File: config.mk
export PLATFORM = sky130hd
export DESIGN_NAME = gen_posic_random_rango
export DESIGN_NICKNAME = d
export VERILOG_FILES = /design/src/rtl/gen_posic_random_rango.sv
export SDC_FILE = /design/constraint.sdc
export NUM_CORES = 1
export LEC_CHECK = 0
export CAP_MARGIN = 20
export CORE_MARGIN = 4
export CORE_UTILIZATION = 55
export CTS_CLUSTER_SIZE = 14
export DETAILED_ROUTE_END_ITERATION = 6
export GPL_ROUTABILITY_DRIVEN = 1
export GPL_TIMING_DRIVEN = 1
export PLACE_DENSITY = 0.78
export SYNTH_ARGS = -nofsm -noshare
export SYNTH_HDL_FRONTEND = slang
export SYNTH_SLANG_ARGS = --single-unit
File: constraint.sdc
create_clock -name clk -period 4.9 [get_ports clk]
set_input_delay 0.98 -clock clk [delete_from_list [all_inputs] [get_ports clk]]
set_output_delay 0.98 -clock clk [all_outputs]
set_load 0.05 [all_outputs]
File: src/rtl/gen_posic_random_rango.sv
// Position generator: free-running LCG, rejection sampling into [POS_MIN, POS_MAX], bounded fallback after MAX_INTENTOS tries.
// Latency is 2..MAX_INTENTOS+1 edges from pedir to valido; the result is held stable until tomar, and pedir is ignored while busy.
module gen_posic_random_rango #(
    parameter int BITS_ESTADO       = 16,
    parameter int BITS_RESULTADO    = 11,
    parameter int SEMILLA           = 1,
    parameter int MULTIPLICADOR     = 25173,
    parameter int CONSTANTE_ADITIVA = 13849,
    parameter int POS_MIN           = 0,
    parameter int POS_MAX           = 639,
    parameter int MAX_INTENTOS      = 8
) (
    input  logic                      clk,
    input  logic                      reset,
    input  logic                      pedir,
    input  logic                      tomar,
    input  logic                      carga_semilla,
    input  logic [BITS_ESTADO-1:0]    semilla,
    output logic [BITS_RESULTADO-1:0] dato,
    output logic                      valido,
    output logic                      ocupado,
    output logic                      forzado
);

    typedef enum logic [1:0] {REPOSO, BUSCANDO, LISTO} fsm_t;

    localparam int BITS_INT = (MAX_INTENTOS > 1) ? $clog2(MAX_INTENTOS) : 1;
    localparam logic [BITS_ESTADO-1:0]    MULT     = BITS_ESTADO'(MULTIPLICADOR);
    localparam logic [2*BITS_ESTADO-1:0]  INC      = (2*BITS_ESTADO)'(CONSTANTE_ADITIVA);
    localparam logic [BITS_ESTADO-1:0]    INICIAL  = BITS_ESTADO'(SEMILLA);
    localparam logic [BITS_RESULTADO-1:0] P_MIN    = BITS_RESULTADO'(POS_MIN);
    localparam logic [BITS_RESULTADO-1:0] SPAN     = BITS_RESULTADO'(POS_MAX - POS_MIN);
    localparam logic [BITS_RESULTADO:0]   RANGO    = (BITS_RESULTADO+1)'(POS_MAX - POS_MIN + 1);
    localparam logic [BITS_INT-1:0]       ULTIMO   = BITS_INT'(MAX_INTENTOS - 1);

    logic [BITS_ESTADO-1:0]    r_estado;
    fsm_t                      r_fsm;
    logic [BITS_INT-1:0]       r_intentos;
    logic [BITS_RESULTADO-1:0] r_dato;
    logic                      r_forzado;
    logic                      r_valido;
    logic                      r_ocupado;

    logic [2*BITS_ESTADO-1:0]  w_producto;
    logic [BITS_ESTADO-1:0]    w_siguiente;
    logic [BITS_RESULTADO-1:0] w_cand;
    logic [BITS_RESULTADO-1:0] w_desplazado;
    logic                      w_en_rango;
    logic [BITS_RESULTADO:0]   w_resto;
    logic [BITS_RESULTADO-1:0] w_dato_fallback;

    fsm_t                      w_fsm_sig;
    logic [BITS_INT-1:0]       w_intentos_sig;
    logic [BITS_RESULTADO-1:0] w_dato_sig;
    logic                      w_forzado_sig;

    // Full-width product, truncated afterwards so wrap-around is exact modulo 2^BITS_ESTADO.
    assign w_producto  = {{BITS_ESTADO{1'b0}}, MULT} * {{BITS_ESTADO{1'b0}}, r_estado};
    assign w_siguiente = BITS_ESTADO'(w_producto + INC);

    assign w_cand          = r_estado[BITS_ESTADO-1 -: BITS_RESULTADO];
    assign w_desplazado    = w_cand - P_MIN;
    assign w_en_rango      = (w_desplazado <= SPAN);
    assign w_resto         = {1'b0, w_cand} % RANGO;
    assign w_dato_fallback = BITS_RESULTADO'({1'b0, P_MIN} + w_resto);

    always_ff @(posedge clk or posedge reset) begin
        if (reset) begin
            r_estado <= INICIAL;
        end else if (carga_semilla) begin
            r_estado <= semilla;
        end else begin
            r_estado <= w_siguiente;
        end
    end

    always_comb begin
        w_fsm_sig      = r_fsm;
        w_intentos_sig = r_intentos;
        w_dato_sig     = r_dato;
        w_forzado_sig  = r_forzado;
        case (r_fsm)
            REPOSO: begin
                if (pedir) begin
                    w_fsm_sig      = BUSCANDO;
                    w_intentos_sig = '0;
                end
            end
            BUSCANDO: begin
                if (w_en_rango) begin
                    w_dato_sig    = w_cand;
                    w_forzado_sig = 1'b0;
                    w_fsm_sig     = LISTO;
                end else if (r_intentos == ULTIMO) begin
                    w_dato_sig    = w_dato_fallback;
                    w_forzado_sig = 1'b1;
                    w_fsm_sig     = LISTO;
                end else begin
                    w_intentos_sig = r_intentos + BITS_INT'(1);
                end
            end
            LISTO: begin
                if (tomar) begin
                    w_fsm_sig = REPOSO;
                end
            end
            default: begin
                w_fsm_sig = REPOSO;
            end
        endcase
    end

    // Status flags are registered copies of the next state so they carry no decode glitches.
    always_ff @(posedge clk or posedge reset) begin
        if (reset) begin
            r_fsm      <= REPOSO;
            r_intentos <= '0;
            r_dato     <= '0;
            r_forzado  <= 1'b0;
            r_valido   <= 1'b0;
            r_ocupado  <= 1'b0;
        end else begin
            r_fsm      <= w_fsm_sig;
            r_intentos <= w_intentos_sig;
            r_dato     <= w_dato_sig;
            r_forzado  <= w_forzado_sig;
            r_valido   <= (w_fsm_sig == LISTO);
            r_ocupado  <= (w_fsm_sig == BUSCANDO);
        end
    end

    assign dato    = r_dato;
    assign valido  = r_valido;
    assign ocupado = r_ocupado;
    assign forzado = r_forzado;

endmodule

==> results.sh, run 1 <==
export IMPL_setup_violations=0
export IMPL_yosys_warnings=0
export IMPL_fin_area_mm2=0.00390
export IMPL_synth_net_count=431
export IMPL_cts_buffers=5
export IMPL_fillers=488
export IMPL_max_freq_ghz=0.216
export IMPL_antenna_cells=0
export IMPL_fin_crit_ns=4.62
export IMPL_globalRouteTotalUtil_pct=21.7
export IMPL_start_util_pct=57.0
export IMPL_synthCells=323
export IMPL_path_cells="ha_1, xor2_1, ha_1, a21o_1, ha_1, fa_1, inv_1, fa_1, fa_1, inv_1, ha_1, a21o_1, a21o_1, a21o_1, a211oi_1, xnor2_1, o21ai_1"
export IMPL_crit_type="flop to flop"
export IMPL_syn_avg_cell_area_um2=10.5
export IMPL_crit_buf_inv=2
export IMPL_drc=0
export IMPL_die_h_um=86.6
export IMPL_hp_class="flop to flop"
export IMPL_cp_arrival_ns=4.78
export IMPL_tns_ns=0
export IMPL_status="completed"
export IMPL_firstDrtPassIters=4
export IMPL_worst_pin_slew_ns=0.890
export IMPL_ys_ff_latch=35
export IMPL_antenna_found_initial=0
export IMPL_syn_cell_area_mm2=0.00340
export IMPL_grt_start_max_net_pins=36
export IMPL_num_vias=2409
export IMPL_dieWidth_um=86.6
export IMPL_yosysTopAreaCell="dfrtp_1"
export IMPL_routed_wl_um=7330
export IMPL_end_kind="flop"
export IMPL_layout_nets=469
export IMPL_clock_skew_ns=0.00939
export IMPL_slew_headroom_pct=40.5
export IMPL_num_io_pins=35
export IMPL_grt_pass1_vias=2551
export IMPL_hold_ws_ns=0.495
export IMPL_rsz0062_at_grt="false"
export IMPL_dpl_instance_area_mm2=0.00382
export IMPL_post_cts_resized=0
export IMPL_fin_crit_sh_pct=94.4
export IMPL_slowest_delay_ns=0.55
export IMPL_finalHoldViolCount=0
export IMPL_wl_per_cell_um=16.8
export IMPL_seq_area_frac_synth_pct=25.8
export IMPL_synth_most_common_cell="ha_1"
export IMPL_slowest_stage="fa_1"
export IMPL_dp_hpwl_um=6040
export IMPL_coreArea_mm2=0.00596
export IMPL_io_buffers=34
export IMPL_dieArea_mm2=0.00750
export IMPL_async_flop_share_pct=100
export IMPL_grt_overflow_total=0
export IMPL_post_route_util_pct=65.5
export IMPL_holdBufCountCts=0
export IMPL_critical_path_top_delay_family="adder cells"
export IMPL_drive_gt1_share_pct=6.63
export IMPL_multiInputGateArea_mm2=0.00232
export IMPL_seq_area_um2=877
export IMPL_crit_path_max_fanout=4
export IMPL_grt_pass1_wl_um=12400
export IMPL_post_cts_buffers=0
export IMPL_syn2layout_area_growth_pct=14.9
export IMPL_path_clk_slew_ns=0.08
export IMPL_dr_first_iter_drc_count=87
export IMPL_synth_area_leaders="dfrtp_1 (25%), ha_1 (22%), fa_1 (16%)"
export IMPL_synth_ff_type="dfrtp_1"
export IMPL_crit_path_start_kind="flop"
export IMPL_rows=28
export IMPL_cts_tree="built"
export IMPL_cts_buffer_depth=2
export IMPL_cts_num_sinks=35
export IMPL_gp_routability_congestion=0.869
export IMPL_synthTopCellsByCount="ha_1 (60), inv_1 (42), dfrtp_1 (34), fa_1 (27), nand2_1 (19)"
export IMPL_post_drt_via_cell_ratio=5.51
export IMPL_maxSlewViolCount=0
export IMPL_synth_distinct_cells=42
export IMPL_synth_edf_count=0
export IMPL_cap_violations=0
export IMPL_clk_latency_ns=0.30
export IMPL_htreeDepth=2
export IMPL_cts_root_buffer="clkbuf_8"
export IMPL_synth_top_area_share_pct=25.1
export IMPL_crit_required_ns=5.05
export IMPL_ant_nets=0
[layout make-up]
type | count | share of cell area, %
well taps | 75 | 2.41
flip-flops and latches | 35 | 22.5
clock inverters | 1 | 0.128
clock buffers | 7 | 1.96
multi-input cells | 239 | 59.5
repair buffers | 38 | 9.49
inverters | 42 | 4.04
[cell usage in the layout, fill, tap and decap left out, types with 3 or more instances in the layout]
cell	synthesis	final
o21ai_0	17	17
mux2_2	9	9
clkbuf_8	0	5
nand2_1	19	19
a21oi_1	11	11
a22o_1	3	3
a211oi_1	4	4
xnor2_1	15	15
nor2_1	14	14
nand2b_1	4	4
dfrtp_1	34	34
nor3_1	5	5
buf_4	1	4
nor2b_1	3	3
o21a_1	4	4
clkdlybuf4s50_1	0	34
inv_1	42	42
ha_1	60	60
xor2_1	7	7
fa_1	27	27
a21o_1	6	6
o31ai_1	5	5
[worst reg2reg max path: stages (launching register included)]
cell and delay [ns]:
dfrtp_1 0.44, ha_1 0.37, xor2_1 0.18, ha_1 0.18, a21o_1 0.16, ha_1 0.28
fa_1 0.49, inv_1 0.06, fa_1 0.50, fa_1 0.55, inv_1 0.05, ha_1 0.22
a21o_1 0.18, a21o_1 0.20, a21o_1 0.15, a211oi_1 0.27, xnor2_1 0.15, o21ai_1 0.07
[metrics by stage]
step | setup slack (ns) | instances
after floorplan | 0.508 | 323
after global placement | 0.360 | 429
after detailed placement | 0.292 | 429
after CTS | 0.266 | 437
after global routing | 0.00200 | 437
final | 0.277 | 437
[per-layer routing]
metal  GRT usage [%]  part of all wire, %  vias up
li1                -                    -     1163
met1            28.5                   43     1182
met2            37.4                   51       52
met3            2.95                  4.2       12
met4            6.37                  1.5        0
met5               0                    0        -
[final timing paths]
kind                                endpoint        start  slack (ns)  cells after the start
min in group asynchronous        r_estado[5]        reset        1.08                      3
worst min-delay path                 dato[0]      dato[0]        0.49                      1
worst max register to register  r_estado[15]  r_estado[4]        0.28                     17
max in group asynchronous        r_estado[0]        reset        3.47                      3
worst min register to register       dato[0]      dato[0]        0.49                      1
worst max-delay path            r_estado[15]  r_estado[4]        0.28                     17
[state kept, by name (all words and copies together), names as in the netlist]
name and count:
ocupado 1, r_estado 16, r_intentos 3, r_fsm 2, forzado 1, valido 1
dato 11
[kinds of logic (layout without fill, tap and decap cells)]
group           after synthesis  after routing  share of synthesized area, %
compound gates               57             57                          10.5
xor+xnor                     25             25                          7.30
fa+ha+maj                    87             87                          38.0
buf+inv                      49             88                          5.82
flops                        35             35                          25.8
mux                          12             12                          3.91
simple gates                 58             58                          8.59
Power of run 1 is left out: the tool's default activity adds up to more than one toggle a clock period on the data nets, which glitch-free logic cannot reach.
==> run 2: changes to the inputs <==
--- a/config.mk
+++ b/config.mk
@@ -5,6 +5,7 @@
 export SDC_FILE = /design/constraint.sdc
 export NUM_CORES = 1
 export LEC_CHECK = 0
+export ABC_CLOCK_PERIOD_IN_PS = 4900
 export CAP_MARGIN = 20
 export CORE_MARGIN = 4
 export CORE_UTILIZATION = 55
@@ -12,6 +13,7 @@
 export DETAILED_ROUTE_END_ITERATION = 6
 export GPL_ROUTABILITY_DRIVEN = 1
 export GPL_TIMING_DRIVEN = 1
+export MAX_ROUTING_LAYER = met4
 export PLACE_DENSITY = 0.78
 export SYNTH_ARGS = -nofsm -noshare
 export SYNTH_HDL_FRONTEND = slang
==> run 2 against run 1 <==
Fmax shrank 0.45%. Worst setup slack lost 0.021 ns. Core utilization grew 0.25 points. Clock skew is 0.0021 ns higher. Flip-flop and latch count did not move. Largest cell class unchanged. Critical path depth up 1.
==> results.sh, run 2 (same netlist as run 1, synthesis figures left out) <==
export IMPL_status="completed"
export IMPL_slew_headroom_pct=40.7
export IMPL_hp_class="flop to flop"
export IMPL_die_h_um=86.6
export IMPL_ant_nets=0
export IMPL_layout_commonest_cell="ha_1"
export IMPL_rr_endpoint="r_estado[13]"
export IMPL_critical_path_top_delay_family="adder cells"
export IMPL_setup_violations=0
export IMPL_slowest_stage="fa_1"
export IMPL_post_drt_via_cell_ratio=5.53
export IMPL_placed_cells=429
export IMPL_cts_root_buffer="clkbuf_8"
export IMPL_clk_latency_ns=0.29
export IMPL_clock_skew_ns=0.0115
export IMPL_routed_wl_um=7210
export IMPL_crit_path_start_kind="flop"
export IMPL_antenna_found_initial=0
export IMPL_io_buffers=34
export IMPL_firstDrtPassIters=4
export IMPL_r2r_slack_ns=0.26
export IMPL_tns_ns=0
export IMPL_rsz0062_at_grt="false"
export IMPL_cts_buffer_depth=2
export IMPL_fin_crit_sh_pct=94.8
export IMPL_path_clk_slew_ns=0.08
export IMPL_wl_per_cell_um=16.5
export IMPL_globalRouteTotalUtil_pct=21.6
export IMPL_rows=28
export IMPL_cts_num_sinks=35
export IMPL_path_cells="ha_1, xor2_1, ha_1, ha_1, inv_1, fa_1, inv_1, fa_1, inv_1, fa_1, inv_1, ha_1, o21ai_0, a211oi_1, a21oi_1, o21bai_1, xnor2_1, o21ai_0"
export IMPL_syn2layout_area_growth_pct=15.3
export IMPL_cp_arrival_ns=4.78
export IMPL_maxSlewViolCount=0
export IMPL_grt_pass1_vias=2542
export IMPL_num_io_pins=35
export IMPL_holdBufCountCts=0
export IMPL_min_from="dato[0]"
export IMPL_end_kind="flop"
export IMPL_post_cts_resized=0
export IMPL_crit_path_max_fanout=4
export IMPL_post_cts_buffers=0
export IMPL_largest_register="r_estado"
export IMPL_post_route_util_pct=65.8
export IMPL_drive_gt1_share_pct=7.18
export IMPL_cts_tree="built"
export IMPL_fin_crit_ns=4.64
export IMPL_max_freq_ghz=0.215
export IMPL_cts_buffers=5
export IMPL_coreArea_mm2=0.00596
export IMPL_grt_start_max_net_pins=36
export IMPL_hold_depth=1
export IMPL_crit_required_ns=5.03
export IMPL_rr_startpoint="r_estado[4]"
export IMPL_layout_nets=469
export IMPL_finalHoldViolCount=0
export IMPL_worst_pin_slew_ns=0.887
export IMPL_start_util_pct=57.0
export IMPL_slowest_delay_ns=0.54
export IMPL_hold_ws_ns=0.487
export IMPL_largest_reg_flops=16
export IMPL_gp_routability_congestion=0.857
export IMPL_cap_violations=0
export IMPL_drc=0
export IMPL_grt_overflow_total=0
export IMPL_crit_type="flop to flop"
export IMPL_final_cell_mix="ha_1 (60), inv_1 (42), dfrtp_1 (34), clkdlybuf4s50_1 (34), fa_1 (27)"
export IMPL_fin_cells=437
export IMPL_dieWidth_um=86.6
export IMPL_htreeDepth=2
export IMPL_dr_first_iter_drc_count=140
export IMPL_crit_buf_inv=4
export IMPL_dp_hpwl_um=5960
export IMPL_dieArea_mm2=0.00750
export IMPL_grt_pass1_wl_um=11900
export IMPL_reg2reg_depth=18
export IMPL_hold_end="dato[0]"
export IMPL_antenna_cells=0
export IMPL_num_vias=2417
run 2: cell counts in the layout (fill, tap and decap cells not counted):
Identical to the previous run, type by type.
run 2: per-layer routing:
layer  wire length (um)  GRT usage [%]  up-vias
met1               3140           26.9     1169
met2               3560           36.6       66
met5                  0              -        -
li1                   -              -     1163
met4                216           6.52        0
met3                291           3.04       19
run 2: how the worst max path moves through the flow:
stage / cells after the start / slack [ns] / startpoint / end
floorplan: 17 / 0.51 / r_estado[4] / r_estado[15]
CTS: 17 / 0.25 / r_estado[4] / r_estado[15]
global placement: 17 / 0.34 / r_estado[4] / r_estado[15]
finish: 18 / 0.26 / r_estado[4] / r_estado[13]
global route: 18 / 0.006 / r_estado[4] / r_estado[13]
detailed placement: 17 / 0.28 / r_estado[4] / r_estado[15]
run 2: area by class of cell:
cell class	instances	area (um2)
Inverter	42	158
Tap cell	75	93.8
Timing Repair Buffer	38	370
Multi-Input combinational cell	239	2330
Fill cell	497	2040
Sequential cell	35	877
Clock inverter	1	5.00
Clock buffer	7	86.3
run 2: through the flow:
step | area (um2) | setup slack, ns
finish | 3920 | 0.256
global route | 3920 | 0.00622
CTS | 3910 | 0.247
detailed placement | 3820 | 0.277
global placement | 3820 | 0.344
floorplan | 3400 | 0.508
Power of run 2 is left out for the same reason.
==> RTL change, RTL diff (config.mk and constraints of run 1) <==
Re-encode `fsm_t` (3 states) as one-hot, 3 bits wide.
--- a/src/rtl/gen_posic_random_rango.sv
+++ b/src/rtl/gen_posic_random_rango.sv
@@ -22,7 +22,7 @@
     output logic                      forzado
 );
 
-    typedef enum logic [1:0] {REPOSO, BUSCANDO, LISTO} fsm_t;
+    typedef enum logic [2:0] {REPOSO = 3'b001, BUSCANDO = 3'b010, LISTO = 3'b100} fsm_t;
 
     localparam int BITS_INT = (MAX_INTENTOS > 1) ? $clog2(MAX_INTENTOS) : 1;
     localparam logic [BITS_ESTADO-1:0]    MULT     = BITS_ESTADO'(MULTIPLICADOR);
Behaviour: same outputs for any inputs over 4 cycles, from zero or initial values and one cycle with reset high; so few cycles prove little.
==> RTL change against run 1 <==
  * Sequential cell count rose by 1
  * Sequential share of layout area is 0.18 points higher
  * Setup slack worse by 59 ps
  * First-iteration DRC count down 15%
  * Final area increased by 2.3%
  * Final cell count rose by 2.5%
  * Hold slack gained 8.1 ps
  * Wire length fell by 1.7%
  * Maximum frequency fell by 1.3%
  * Area after synthesis increased by 0.96%
  * Global-route usage is 0.44 points lower
  * Via count is 0.75% higher
  * Largest cell class unchanged
Power is left out: the tool's default activity adds up to more than one toggle a clock period on the data nets, which glitch-free logic cannot reach.
==> RTL change: results (changes against run 1) <==
INFO  metric result_of_the_run = complete, no violations (unchanged)
INFO  metric clk_root_buf = clkbuf_8 (unchanged)
INFO  metric largest_register_ffs = 16 (unchanged)
INFO  metric insertion_delay = 290 ps
INFO  metric wire_per_inst = 16.1 um (was 16.8 um)
INFO  metric ant_nets = 0 (unchanged)
INFO  metric finish.net_count = 480 (was 469)
INFO  metric first_global_vias = 2,470 (was 2,551)
INFO  metric drtPass1Iterations = 4 (unchanged)
INFO  metric path_delay_family = adder cells (unchanged)
INFO  metric count_of_fill_cells_added_during_filler_insertion = 465 (was 488)
INFO  metric hp-start = r_intentos[1] (was dato[0])
INFO  metric grt_first_pass_wirelength = 12.2 mm (was 12.4 mm)
INFO  metric critical_path.max_stage_delay = 530 ps (was 550 ps)
INFO  metric grt_use_total = 0.213 (was 0.217)
INFO  metric yosys_warnings = 0 (unchanged)
INFO  metric slowest_stage_cell_cp = fa_1 (unchanged)
INFO  metric post_cts_buffers = 0 (unchanged)
INFO  metric port_buffers = 34 (unchanged)
INFO  metric critPathArrivalTime = 4830 ps (was 4780 ps)
INFO  metric maximum_fanout_count_along_the_critical_path = 7 (was 4)
INFO  metric antenna_violations_before_repair = 0 (unchanged)
INFO  metric cts_max_level = 2 (unchanged)
INFO  metric finalSetupViolations = 0 (unchanged)
INFO  metric clock_tree.buffer_depth = 2 (unchanged)
INFO  metric total_vias_in_the_final_route = 2,427 (was 2,409)
INFO  metric hold_path_class = flip-flop to flip-flop (unchanged)
INFO  metric synth_area_leaders = dfrtp_1, ha_1, fa_1 (unchanged)
INFO  metric initialDrtViolationCount = 74 (was 87)
INFO  metric slew-limit-headroom = 0.421 (was 0.405)
INFO  metric sequential_fraction_of_the_synthesis_area = 0.264 (was 0.258)
INFO  metric place.gp.congestion = 0.861 (was 0.869)
INFO  metric mappedNetlistNets = 442 (was 431)
INFO  metric pin_count_of_the_biggest_net_entering_global_routing = 37 (was 36)
INFO  metric async_reset_ff_frac = 1.00 (unchanged)
INFO  metric yosysUniqueCellTypes = 44 (was 42)
INFO  metric clkSlewWorstSetupHoldPaths = 70 ps
INFO  metric yosys-top-cells-count = ha_1, inv_1, dfrtp_1, fa_1, nand2_1 (unchanged)
INFO  metric crit-reg2reg-launch = r_estado[5] (was r_estado[4])
INFO  metric cts_buffers = 5 (unchanged)
INFO  metric worstSetupStartpointType = flip-flop (unchanged)
INFO  metric fin_skew = 8.71 ps (was 9.39 ps)
INFO  metric antenna_cells_inserted = 0 (unchanged)
INFO  metric regMostFlops = r_estado (unchanged)
INFO  metric dpl.hpwl = 6.00 mm (was 6.04 mm)
INFO  metric post_route_cells_drive_above_1_share = 0.0858 (was 0.0663)
==> RTL change: path summary, 6_finish.rpt <==
check | endpoint | slack (ps) | cells after the start
worst max-delay path | r_estado[15] | 220 | 17
worst min-delay path | r_intentos[1] | 500 | 1
worst max register to register | r_estado[15] | 220 | 17
worst min register to register | r_intentos[1] | 500 | 1
max in group asynchronous | r_fsm[0] | 3460 | 3
min in group asynchronous | r_estado[11] | 1090 | 3
==> RTL change: logic make-up after synthesis <==
| family | synth area share |
|---|---|
| xor+xnor | 0.0730 |
| mux | 0.0358 |
| flops | 0.264 |
| buf+inv | 0.0672 |
| fa+ha+maj | 0.377 |
| compound gates | 0.111 |
| simple gates | 0.0726 |
==> RTL change: layout make-up <==
type	instances	area share
Multi-Input combinational cell	240	0.579
Sequential cell	36	0.227
Timing Repair Buffer	37	0.0909
Inverter	52	0.0489
Clock buffer	7	0.0241
Tap cell	75	0.0235
Clock inverter	1	0.00752
==> RTL change: routing by layer <==
layer  wire [um]  global-route usage
met5           0                   0
met3         291              0.0378
met2        3520               0.357
met1        3240               0.281
met4         150              0.0623
==> RTL change: repair_timing <==
action / CTS / global route
hold buffers: 0 / 0
endpoints found under the setup margin: 0 / 2
gates resized for setup: 0 / 3
==> RTL change: stage by stage <==
stage,hold WS (ps),cell area [sq um],instances,worst slack (ps),util
global placement,482,3850,440,220,0.643
detailed placement,487,3850,440,114,0.643
floorplan,463,3430,334,416,-
finish,503,3990,448,218,0.666
global route,530,3990,448,52.0,0.666
CTS,505,3980,448,107,0.664
